**config.mk**
```make
export PLATFORM = sky130hd
export DESIGN_NAME = dmem_port_arbiter
export DESIGN_NICKNAME = d
export VERILOG_FILES = /design/src/rtl/dmem_port_arbiter.sv
export SDC_FILE = /design/constraint.sdc
export NUM_CORES = 1
export LEC_CHECK = 0
export ABC_AREA = 1
export CORE_MARGIN = 2
export CORE_UTILIZATION = 38
export DETAILED_ROUTE_END_ITERATION = 7
export PLACE_DENSITY_LB_ADDON = 0.08
export SYNTH_ARGS = -nofsm -noshare
export SYNTH_HDL_FRONTEND = slang
export SYNTH_SLANG_ARGS = --single-unit
export TNS_END_PERCENT = 30
```
**constraint.sdc**
```tcl
create_clock -name clk_i -period 2.1 [get_ports clk_i]
set_input_delay 0.525 -clock clk_i [delete_from_list [all_inputs] [get_ports clk_i]]
set_output_delay 0.525 -clock clk_i [all_outputs]
set_load 0.05 [all_outputs]
```
**src/rtl/dmem_port_arbiter.sv**
```systemverilog
// rtl/dmem_port_arbiter.sv - two-port round-robin arbiter and sequencer for the data-memory port
// One transaction in flight at a time: grant in IDLE, strobe in ACCESS, wait out read latency, respond.
module dmem_port_arbiter #(
    parameter int ADDR_W     = 32,
    parameter int DATA_W     = 32,
    parameter int RD_LATENCY = 1
) (
    input  logic              clk_i,
    input  logic              reset_i,
    input  logic              m0_req_valid_i,
    output logic              m0_req_ready_o,
    input  logic              m0_req_write_i,
    input  logic [ADDR_W-1:0] m0_req_addr_i,
    input  logic [DATA_W-1:0] m0_req_wdata_i,
    input  logic [3:0]        m0_req_mask_i,
    output logic              m0_rsp_valid_o,
    output logic [DATA_W-1:0] m0_rsp_rdata_o,
    input  logic              m1_req_valid_i,
    output logic              m1_req_ready_o,
    input  logic              m1_req_write_i,
    input  logic [ADDR_W-1:0] m1_req_addr_i,
    input  logic [DATA_W-1:0] m1_req_wdata_i,
    input  logic [3:0]        m1_req_mask_i,
    output logic              m1_rsp_valid_o,
    output logic [DATA_W-1:0] m1_rsp_rdata_o,
    output logic [ADDR_W-1:0] mem_addr_o,
    output logic [DATA_W-1:0] mem_wdata_o,
    output logic              mem_memwrite_o,
    output logic              mem_memread_o,
    output logic [3:0]        mem_sign_mask_o,
    input  logic [DATA_W-1:0] mem_rdata_i,
    output logic              busy_o
);

    typedef enum logic [1:0] {
        S_IDLE   = 2'd0,
        S_ACCESS = 2'd1,
        S_WAIT   = 2'd2,
        S_RESP   = 2'd3
    } state_t;

    localparam logic [1:0] LP_WAIT_INIT = 2'(RD_LATENCY - 1);

    state_t            r_state;
    state_t            w_next_state;
    logic              r_last_grant;
    logic              r_grant;
    logic              r_write;
    logic [ADDR_W-1:0] r_addr;
    logic [DATA_W-1:0] r_wdata;
    logic [3:0]        r_mask;
    logic [1:0]        r_cnt;
    logic [DATA_W-1:0] r_rdata;
    logic              w_any_valid;
    logic              w_sel_port;
    logic              w_handshake;

    assign w_any_valid = m0_req_valid_i | m1_req_valid_i;
    // On a tie the port that did not win last time is chosen.
    assign w_sel_port  = (m0_req_valid_i & m1_req_valid_i) ? ~r_last_grant : m1_req_valid_i;
    assign w_handshake = (r_state == S_IDLE) & w_any_valid;

    always_ff @(posedge clk_i) begin
        if (reset_i) begin
            r_state <= S_IDLE;
        end else begin
            r_state <= w_next_state;
        end
    end

    always_comb begin
        w_next_state = r_state;
        case (r_state)
            S_IDLE:   if (w_handshake) w_next_state = S_ACCESS;
            S_ACCESS: w_next_state = r_write ? S_RESP : S_WAIT;
            S_WAIT:   if (r_cnt == 2'd0) w_next_state = S_RESP;
            S_RESP:   w_next_state = S_IDLE;
            default:  w_next_state = S_IDLE;
        endcase
    end

    always_comb begin
        m0_req_ready_o = 1'b0;
        m1_req_ready_o = 1'b0;
        m0_rsp_valid_o = 1'b0;
        m1_rsp_valid_o = 1'b0;
        mem_memwrite_o = 1'b0;
        mem_memread_o  = 1'b0;
        busy_o         = (r_state != S_IDLE);
        case (r_state)
            S_IDLE: begin
                m0_req_ready_o = w_any_valid & ~w_sel_port;
                m1_req_ready_o = w_any_valid & w_sel_port;
            end
            S_ACCESS: begin
                mem_memwrite_o = r_write;
                mem_memread_o  = ~r_write;
            end
            S_RESP: begin
                m0_rsp_valid_o = ~r_grant;
                m1_rsp_valid_o = r_grant;
            end
            default: ;
        endcase
    end

    always_ff @(posedge clk_i) begin
        if (reset_i) begin
            r_last_grant <= 1'b1;
            r_grant      <= 1'b0;
            r_write      <= 1'b0;
            r_addr       <= '0;
            r_wdata      <= '0;
            r_mask       <= '0;
            r_cnt        <= '0;
            r_rdata      <= '0;
        end else begin
            case (r_state)
                S_IDLE: begin
                    if (w_handshake) begin
                        r_grant      <= w_sel_port;
                        r_last_grant <= w_sel_port;
                        r_write      <= w_sel_port ? m1_req_write_i : m0_req_write_i;
                        r_addr       <= w_sel_port ? m1_req_addr_i  : m0_req_addr_i;
                        r_wdata      <= w_sel_port ? m1_req_wdata_i : m0_req_wdata_i;
                        r_mask       <= w_sel_port ? m1_req_mask_i  : m0_req_mask_i;
                    end
                end
                S_ACCESS: begin
                    if (r_write) begin
                        r_rdata <= '0;
                    end else begin
                        r_cnt <= LP_WAIT_INIT;
                    end
                end
                S_WAIT: begin
                    if (r_cnt == 2'd0) begin
                        r_rdata <= mem_rdata_i;
                    end else begin
                        r_cnt <= r_cnt - 2'd1;
                    end
                end
                default: ;
            endcase
        end
    end

    assign mem_addr_o      = r_addr;
    assign mem_wdata_o     = r_wdata;
    assign mem_sign_mask_o = r_mask;
    assign m0_rsp_rdata_o  = r_rdata;
    assign m1_rsp_rdata_o  = r_rdata;

endmodule

```
[Yosys cells after proc, flatten, opt, wreduce, memory -nomap -nowiden]
Cells that the tools add are included.
W data, S select, Z words.
Storage, ports and cells
  flip-flop bits (word level): 107
  latch bits: 0
  memory bits (writable): 0
  bits in read-only memories: 0
  input bits: 174
  output and inout port bits: 139
  word-level logic and storage cells: 56
  memories kept: 0
Cells by class
  $add $sub $neg: 1
  multiply operators: 0
  divide/modulo/power cells: 0
  order comparisons: 0
  eq/ne operators: 8
  shift operators: 0
  multiplexer cells: 21
  bitwise operators: 9
  reduce and logical (&&, ||, !) cells: 8
Operators by type and width (number)
  $mux W32: 4
  $pmux W32 S2: 1
  $ne A2 B2 Y1 const B: 5
  $mux W1: 9
  $mux W2: 4
  $pmux W2 S4: 1
  $reduce_and A3 Y1: 2
  $and A1 B1 Y1: 4
  $eq A2 B2 Y1 const B: 2
  $logic_not A2 Y1: 2
  $mux W4: 1
  $not A1 Y1: 4
  $pmux W2 S2: 1
  $reduce_and A2 Y1: 2
  $reduce_bool A2 Y1: 2
  $eq A2 B1 Y1 const B: 1
  $sub A2 B1 Y2 const B: 1
  $or A1 B1 Y1: 1

[Depth between registers and ports, before layout]
Gate-level depths: netlist of run 1.
  depth in word-level cells: 5
  mapped depth: 9
  gate-level depth less buffers: 9

[Worst setup path after synthesis of run 1]
No wires, ideal clock.
  path type: register to output
  start point: register r_state[0]
  end point: output m0_req_ready_o
  data arrival time: 1915 ps
  required time: 1575 ps
  slack: -340 ps
  stages on the path, launching flop included: 8
  buffers on the path: 1
  cells stage by stage: dfxtp_1 -> inv_1 -> ha_1 -> inv_1 -> nor2_4 -> inv_2 -> buf_2 -> nor2_1
On the way
  longest elaborated chain between the ends: 2
Ends and longest elaborated chain
  from (decl): RTL line 44  | state_t r_state;
  from (signal assigned): RTL line 67  | r_state <= w_next_state;
  $logic_not A2 Y1: RTL line 90  | case (r_state)
  $mux W1: RTL line 90
  to (decl): RTL line 11  | output logic m0_req_ready_o,
No other way between the ends.

[Worst setup path after layout of run 1]
  start point: register r_rdata[10], in the netlist m0_rsp_rdata_o[10]
  end point: output m0_rsp_rdata_o[10]
RTL lines
  from (decl): RTL line 53  | logic [DATA_W-1:0] r_rdata;
  from (signal assigned): RTL line 138  | r_rdata <= mem_rdata_i;
  to (decl): RTL line 17  | output logic [DATA_W-1:0] m0_rsp_rdata_o,
No word-level cell between the ends.

==> results.yml, run 1 <==
final_layout:
  n_fill_cell: 1348
  diodes: 0
  seqCellArea_um2: 2140
  final_area_um2: 8720
  layout_common_cells: "nand2_1, clkdlybuf4s50_1, dfxtp_1"
  multi_input_area_um2: 2570
  fin_util_pct: 63.3
  final_layout_size_suffix_gt1_share_pct: 7.09
  layout_commonest_cell: "nand2_1"
  syn2layout_area_growth_pct: 63.8
  final_nets: 1234
timing:
  setup-violations-final: 0
  final.setup.worst_slack_ns: 0.0254
  slew_headroom_pct: 53.1
  period_share_pct: 98.8
  worst_pin_slew_ns: 0.701
  clock.fmax_ghz: 0.482
  period_minus_slack_ns: 2.07
  hold_viol: 0
  fin_skew_ns: 0.00856
  slew_viol_final: 0
global_routing:
  grt_max_degree: 65
  antenna_found_initial: 0
  overflow: 0
  grt_pass1_vias: 5526
  grt_pass1_wl_um: 26800
  track_usage_pct: 22.5
route:
  viasPerCell: 4.72
  routed_wl_um: 17200
  dr.pass1.iters: 5
  route.vias.total: 5841
  drt_iter0_markers: 308
  antenna_left: 0
  drcViolationCount: 0
  wl_per_cell_um: 13.9
worst_setup_path:
  critPathKind: "flop to output pin"
  slowest_stage: "clkdlybuf4s50_1"
  crit_family: "buffers and inverters"
  crit_required_ns: 1.57
  worstPathCellList: "clkdlybuf4s50_1"
  r2r_setup_slack_ns: 0.32
  crit_fanout: 3
  r2r_start: "r_state[1]"
  critPathArrivalTime_ns: 1.55
  worst-path-buf-inv: 1
  endpoint_kind: "output pin"
  startpoint_type: "flop"
  critPathMaxStageDelay_ns: 0.84
  rr_worst_depth: 7
  r2r-end: "m0_rsp_rdata_o[25]"
synth:
  ys_seq_area_share_pct: 40.2
  syn_inst: 801
  yosysTopAreaCellShare_pct: 40.2
  ys_ff_latch: 107
  syn_nets: 981
  synth_area_leaders: "dfxtp_1, nand2_1, a21oi_1"
  synth_warnings: 0
  netlist_area_um2: 5320
  ys_types: 20
  yosysTopAreaCell: "dfxtp_1"
  syn_avg_cell_area_um2: 6.64
clock_tree:
  hold_buffers: 0
  cts_tree: "yes"
  insertion_delay_ns: 0.34
  clock_sink_count: 107
  cts-buffers-inserted: 9
  htree_levels: 3
  cts-root-buf: "clkbuf_16"
  clockBufferDepth: 2
  clk_pin_slew_ns: 0.07
  post-cts-setup-buffers: 0
die:
  die-area_um2: 15000
  rows: 43
  die_h_um: 122
  core_area_um2: 13800
  initial_core_util_pct: 38.6
  ios: 313
  die_w_um: 122
placed_design:
  placed_area_um2: 8380
  io_buffers: 312
  place_congestion: 0.762
  dpl.hpwl_um: 12200
  pre_cts_ws_ns: -0.0985
power:
  powerDensity_nw_per_um2: 1610
  p_leak_uw: 0.00382
  ir_drop_mv: 0.738
  power_uw: 14100
min_path:
  whs_path_depth: 2
  min_from: "mem_addr_o[27]"
  hold_end: "mem_addr_o[27]"
  worst_hold_path_type: "flop to flop"
outcome:
  status: "finished clean"
flow_run:
  cap_viol_max_count: 0
-- where the power goes --
part,internal (uW),switching [uW],leakage (uW)
clock,983,723,0.000146
combinational,3070,6000,0.00279
sequential,2800,475,0.000882
total,6850,7200,0.00382
-- worst max path at each step --
stage / start / end / slack [ns] / cells past startpoint
after CTS: m0_rsp_rdata_o[15] / m0_rsp_rdata_o[15] / 0.001 / 1
after detailed placement: m1_req_valid_i / m0_req_ready_o / -0.1 / 6
after floorplan: r_state[0] / m0_req_ready_o / 0.04 / 7
after global routing: m0_rsp_rdata_o[10] / m0_rsp_rdata_o[10] / -0.003 / 1
after global placement: m1_req_valid_i / m0_req_ready_o / -0.10 / 6
final: m0_rsp_rdata_o[10] / m0_rsp_rdata_o[10] / 0.03 / 1
-- per-stage QoR --
stage / setup TNS (ns) / hold WS, ns / cells
2_1_floorplan: 0 / 0.449 / 801
3_3_place_gp: -0.257 / 0.451 / 1223
3_5_place_dp: -0.519 / 0.454 / 1223
4_1_cts: 0 / 0.465 / 1238
5_1_grt: -0.00350 / 0.481 / 1238
6_report: 0 / 0.464 / 1238
-- layout make-up --
type	instances	share of cell area, %
clock inverters	2	0.402
repair buffers	334	39.2
clock buffers	13	2.98
well taps	180	2.58
inverters	16	0.717
flip-flops and latches	107	24.6
multi-input cells	586	29.5
-- sequential cells by signal, indices dropped and copies added, names as in the netlist --
signal           count
r_last_grant         1
mem_addr_o          32
r_state              2
r_write              1
mem_wdata_o         32
r_grant              1
r_cnt                2
mem_sign_mask_o      4
m0_rsp_rdata_o      32
-- Yosys cell counts, drive strengths merged --
library cell,count
nand2,292
dfxtp,107
a21oi,103
nor2,76
buf,74
nand3,71
o21ai,36
clkbuf,18
inv,16
ha,6
nand3b,1
or2,1
-- routing by layer --
metal | track usage [%] | vias up | routed length [um]
met5 | 0 | - | 0
met4 | 9.77 | 0 | 501
met3 | 6.83 | 32 | 1410
met2 | 39.5 | 201 | 8400
met1 | 25.1 | 2582 | 6890
li1 | - | 3026 | -
-- logic make-up (layout without fill, tap and decap cells) --
logic type	after synthesis	after routing	synth area share, %
AO/OA/AOI/OAI	139	139	13.3
adder cells (fa/ha/maj)	6	6	1.41
buffers and inverters	108	365	11.9
flip-flops	107	107	40.2
AND/OR/NAND/NOR	441	441	33.1
-- timing repair --
item                       CTS  global route
pin swaps                    1             1
gates resized for setup     13            11
setup endpoints to repair    7            13
(Power assumes the default switching activity.)
==> run 2, diff against run 1 <==
--- a/config.mk
+++ b/config.mk
@@ -6,10 +6,13 @@
 export NUM_CORES = 1
 export LEC_CHECK = 0
 export ABC_AREA = 1
+export CELL_PAD_IN_SITES_DETAIL_PLACEMENT = 0
+export CELL_PAD_IN_SITES_GLOBAL_PLACEMENT = 2
 export CORE_MARGIN = 2
-export CORE_UTILIZATION = 38
+export CORE_UTILIZATION = 18
 export DETAILED_ROUTE_END_ITERATION = 7
 export PLACE_DENSITY_LB_ADDON = 0.08
+export SLEW_MARGIN = 20
 export SYNTH_ARGS = -nofsm -noshare
 export SYNTH_HDL_FRONTEND = slang
 export SYNTH_SLANG_ARGS = --single-unit
==> results.yml, run 2 (synthesized netlist as in run 1, its figures left out) <==
worst_setup_path:
  r2r_start: "r_state[0]"
  crit_fanout: 3
  worstPathCellList: "clkdlybuf4s50_1"
  r2r_setup_slack_ns: 0.47
  crit_end: "m0_rsp_rdata_o[22]"
  critPathArrivalTime_ns: 1.53
  r2r-end: "r_cnt[1]"
  crit_required_ns: 1.57
  endpoint_kind: "output pin"
  startpoint: "m0_rsp_rdata_o[22]"
  worst-path-buf-inv: 1
  critPathMaxStageDelay_ns: 0.82
  startpoint_type: "flop"
  critPathKind: "flop to output pin"
  rr_worst_depth: 8
  crit_family: "buffers and inverters"
  cp.depth: 1
  slowest_stage: "clkdlybuf4s50_1"
timing:
  period_minus_slack_ns: 2.05
  hold_viol: 0
  fin_skew_ns: 0.00919
  setup-violations-final: 0
  slew_headroom_pct: 63.5
  slew_viol_final: 0
  worst_pin_slew_ns: 0.546
  finalSetupTns_ns: 0
  clock.fmax_ghz: 0.487
  final.setup.worst_slack_ns: 0.0485
  grt_setup_unrepaired: "no"
  period_share_pct: 97.7
placed_design:
  pre_cts_ws_ns: -0.109
  place_congestion: 0.701
  io_buffers: 312
  dpl.hpwl_um: 15200
clock_tree:
  clockBufferDepth: 2
  clock_sink_count: 107
  cts-root-buf: "clkbuf_16"
  htree_levels: 3
  insertion_delay_ns: 0.35
  cts_tree: "yes"
  hold_buffers: 0
  cts-buffers-inserted: 9
  clk_pin_slew_ns: 0.07
final_layout:
  final_nets: 1239
  diodes: 0
  layout_common_cells: "nand2_1, clkdlybuf4s50_1, dfxtp_1"
  layout_commonest_cell: "nand2_1"
  final_layout_size_suffix_gt1_share_pct: 9.41
  syn2layout_area_growth_pct: 69.7
route:
  drcViolationCount: 0
  route.vias.total: 5886
  drt_iter0_markers: 249
  antenna_left: 0
  dr.pass1.iters: 4
  wl_per_cell_um: 15.0
  routed_wl_um: 21800
  viasPerCell: 4.07
min_path:
  whs_path_depth: 2
  min_from: "mem_addr_o[9]"
  worst_hold_path_type: "flop to flop"
global_routing:
  grt_max_degree: 65
  antenna_found_initial: 1
  grt_pass1_vias: 5838
  grt_pass1_wl_um: 33700
  overflow: 0
  track_usage_pct: 13.9
power:
  p_leak_uw: 0.00438
  power_uw: 14100
  powerDensity_nw_per_um2: 1570
  ir_drop_mv: 0.437
die:
  core_area_um2: 28900
  rows: 62
  die_w_um: 176
  ios: 313
  die-area_um2: 31000
  initial_core_util_pct: 18.4
  die_h_um: 176
outcome:
  status: "finished clean"
flow_run:
  cap_viol_max_count: 0
## run 2: cell count changes in the layout (fill, tap and decap cells not counted), moves of 2 or more
cell | previous run | this run
buf_4 | 30 | 51
clkbuf_8 | 2 | 0
clkdlybuf4s50_1 | 277 | 221
clkinvlp_4 | 0 | 3
dlygate4sd2_1 | 4 | 14
dlymetal6s2s_1 | 9 | 38
inv_1 | 10 | 8
inv_2 | 5 | 8
nand2_1 | 289 | 287
nand2_2 | 3 | 5
## run 2: worst min path at each step
stage                                end  slack (ns)
after floorplan             r_last_grant        0.45
after global placement    mem_addr_o[21]        0.45
after detailed placement   mem_addr_o[9]        0.46
after CTS                  mem_addr_o[9]        0.47
after global routing       mem_addr_o[9]        0.48
final                      mem_addr_o[9]        0.46
## run 2: per-layer routing
metal / global-route usage (%) / wire length, um / vias up
met3: 5.00 / 1810 / 20
met1: 16.5 / 9250 / 2635
met2: 23.6 / 10300 / 189
li1: - / - / 3042
met4: 4.06 / 429 / 0
met5: 0 / 0 / -
## run 2: where the power goes
part | leakage (uW) | switching, uW | internal [uW]
registers | 0.000882 | 478 | 2800
logic | 0.00337 | 6130 | 2990
clock network | 0.000128 | 821 | 923
total | 0.00438 | 7430 | 6710
## run 2: timing repair
action / in CTS / in global routing
setup endpoints to repair: 17 / 46
setup buffers: 0 / 1
gates resized for setup: 23 / 42
pin swaps: 0 / 2
## run 2: metrics by stage
stage | std cells | cell area (um2) | hold slack, ns | utilization, %
CTS | 1446 | 8930 | 0.468 | 30.9
detailed placement | 1431 | 8630 | 0.456 | 29.8
floorplan | 801 | 5330 | 0.449 | -
global placement | 1431 | 8630 | 0.453 | 29.8
global route | 1447 | 9030 | 0.483 | 31.2
finish | 1447 | 9030 | 0.464 | 31.2
## run 2: layout make-up
class	instances	area (um2)
clock buffer	11	233
clock inverter	4	52.6
fill	3164	19900
inverter	16	60.1
multi-input combinational	586	2570
sequential	107	2140
tap	384	480
timing repair buffer	339	3490
==> run 3, diff against run 2 <==
--- a/config.mk
+++ b/config.mk
@@ -12,6 +12,7 @@
 export CORE_UTILIZATION = 18
 export DETAILED_ROUTE_END_ITERATION = 7
 export PLACE_DENSITY_LB_ADDON = 0.08
+export SETUP_SLACK_MARGIN = 0.05
 export SLEW_MARGIN = 20
 export SYNTH_ARGS = -nofsm -noshare
 export SYNTH_HDL_FRONTEND = slang
==> results.yml, run 3 (synthesized netlist as in run 1, its figures left out) <==
timing:
  hold_viol: 0
  slew_headroom_pct: 58.8
  grt_setup_unrepaired: "yes"
  slew_viol_final: 0
  period_share_pct: 95.8
  worst_pin_slew_ns: 0.615
  fin_skew_ns: 0.0121
  period_minus_slack_ns: 2.01
  timing.hold.ws_ns: 0.462
  setup-violations-final: 0
  clock.fmax_ghz: 0.497
global_routing:
  grt_pass1_vias: 5899
  grt_max_degree: 68
  track_usage_pct: 14.2
  grtUsageMet3_pct: 4.87
  overflow: 0
  use_met1_pct: 17.4
  grt_pass1_wl_um: 34100
  antenna_found_initial: 2
  use_met2_pct: 23.9
  grt-busiest-layer: "met2"
final_layout:
  final_nets: 1240
  layout_common_cells: "nand2_1, clkdlybuf4s50_1, dfxtp_1"
  final_layout_size_suffix_gt1_share_pct: 10.0
  syn2layout_area_growth_pct: 71.2
  diodes: 0
  final_area_um2: 9110
  layout_commonest_cell: "nand2_1"
die:
  rows: 62
  core_area_um2: 28900
  die-area_um2: 31000
  initial_core_util_pct: 18.4
  ios: 313
  die_h_um: 176
  die_w_um: 176
clock_tree:
  cts_tree: "yes"
  insertion_delay_ns: 0.36
  htree_levels: 3
  cts-root-buf: "clkbuf_16"
  clk_pin_slew_ns: 0.08
  clockBufferDepth: 2
  hold_buffers: 0
  cts-buffers-inserted: 9
  clock_sink_count: 107
power:
  p_leak_uw: 0.00500
  ir_drop_mv: 0.453
  powerDensity_nw_per_um2: 1550
route:
  drt_iter0_markers: 221
  route.vias.total: 5898
  viasPerCell: 4.07
  routed_wl_um: 22100
  antenna_left: 0
  wl_per_cell_um: 15.3
  dr.pass1.iters: 4
  drcViolationCount: 0
worst_setup_path:
  startpoint_type: "flop"
  startpoint: "r_state[0]"
  cp.depth: 7
  critPathMaxStageDelay_ns: 0.36
  crit_family: "buffers and inverters"
  crit_end: "m0_req_ready_o"
  crit_required_ns: 1.57
  r2r_start: "r_state[0]"
  r2r_setup_slack_ns: 0.29
  critPathArrivalTime_ns: 1.49
  crit_fanout: 5
  rr_worst_depth: 8
  r2r-end: "m0_rsp_rdata_o[2]"
  endpoint_kind: "output pin"
  worst-path-buf-inv: 4
  critPathKind: "flop to output pin"
  slowest_stage: "dfxtp_2"
  worstPathCellList: "inv_2 > ha_4 > clkinvlp_4 > nor2_4 > inv_2 > nor2_4 > buf_12"
placed_design:
  dpl.hpwl_um: 15600
  placed_area_um2: 8640
  place_congestion: 0.707
  io_buffers: 312
min_path:
  worst_hold_path_type: "flop to flop"
outcome:
  status: "finished clean"
flow_run:
  cap_viol_max_count: 0
## run 3: worst register-to-register path, cell delays in order (launching register included)
cell and delay (ns):
dfxtp_2 0.36, inv_2 0.10, ha_1 0.23, inv_2 0.08, o21ai_4 0.50, buf_12 0.25
nand3_1 0.09, nand2_1 0.07, nor2_1 0.04
## run 3: what timing repair did
item                       4_1_cts  5_1_grt
buffers inserted                 1        1
setup endpoints to repair       98       76
resized for setup               31       76
pin swaps                        0        0
## run 3: power breakdown
part / internal [uW] / switching (uW) / leakage, uW
sequential: 2800 / 474 / 0.000882
clock: 857 / 885 / 0.000145
combinational: 2930 / 6160 / 0.00397
## run 3: per-stage QoR
step / utilization (%) / setup WS (ns) / instances / setup TNS [ns] / total power [uW]
after floorplan: - / 0.0539 / 801 / 0 / 9820
after global placement: 29.9 / -0.0449 / 1431 / -0.762 / 12800
after detailed placement: 29.9 / -0.0816 / 1431 / -3.24 / 12700
after CTS: 30.8 / 0.00191 / 1448 / 0 / 14400
after global routing: 31.5 / -0.0195 / 1449 / -0.0195 / 15100
final: 31.5 / 0.0886 / 1449 / 0 / 14100
## run 3: cell type report
type	count	area (um2)
clock buffers	10	239
multi-input cells	586	2580
clock inverters	6	47.5
repair buffers	340	3560
flip-flops and latches	107	2140
fillers	3163	19800
well taps	384	480
inverters	16	63.8
## run 3: routing by layer
metal  part of all wire, %  wire length [um]  up-vias
met1                    44              9670     2662
met5                 0.059                13        -
met2                    48             10600      171
met4                   1.1               249        2
li1                      -                 -     3048
met3                   7.4              1640       15
## run 3: worst min-delay path by stage
stage / start / end / cells after the start
5_1_grt: mem_addr_o[5] / mem_addr_o[5] / 2
4_1_cts: mem_addr_o[28] / mem_addr_o[28] / 2
6_report: mem_addr_o[28] / mem_addr_o[28] / 2
3_5_place_dp: mem_addr_o[28] / mem_addr_o[28] / 2
3_3_place_gp: mem_addr_o[28] / mem_addr_o[28] / 2
2_1_floorplan: r_last_grant / r_last_grant / 2
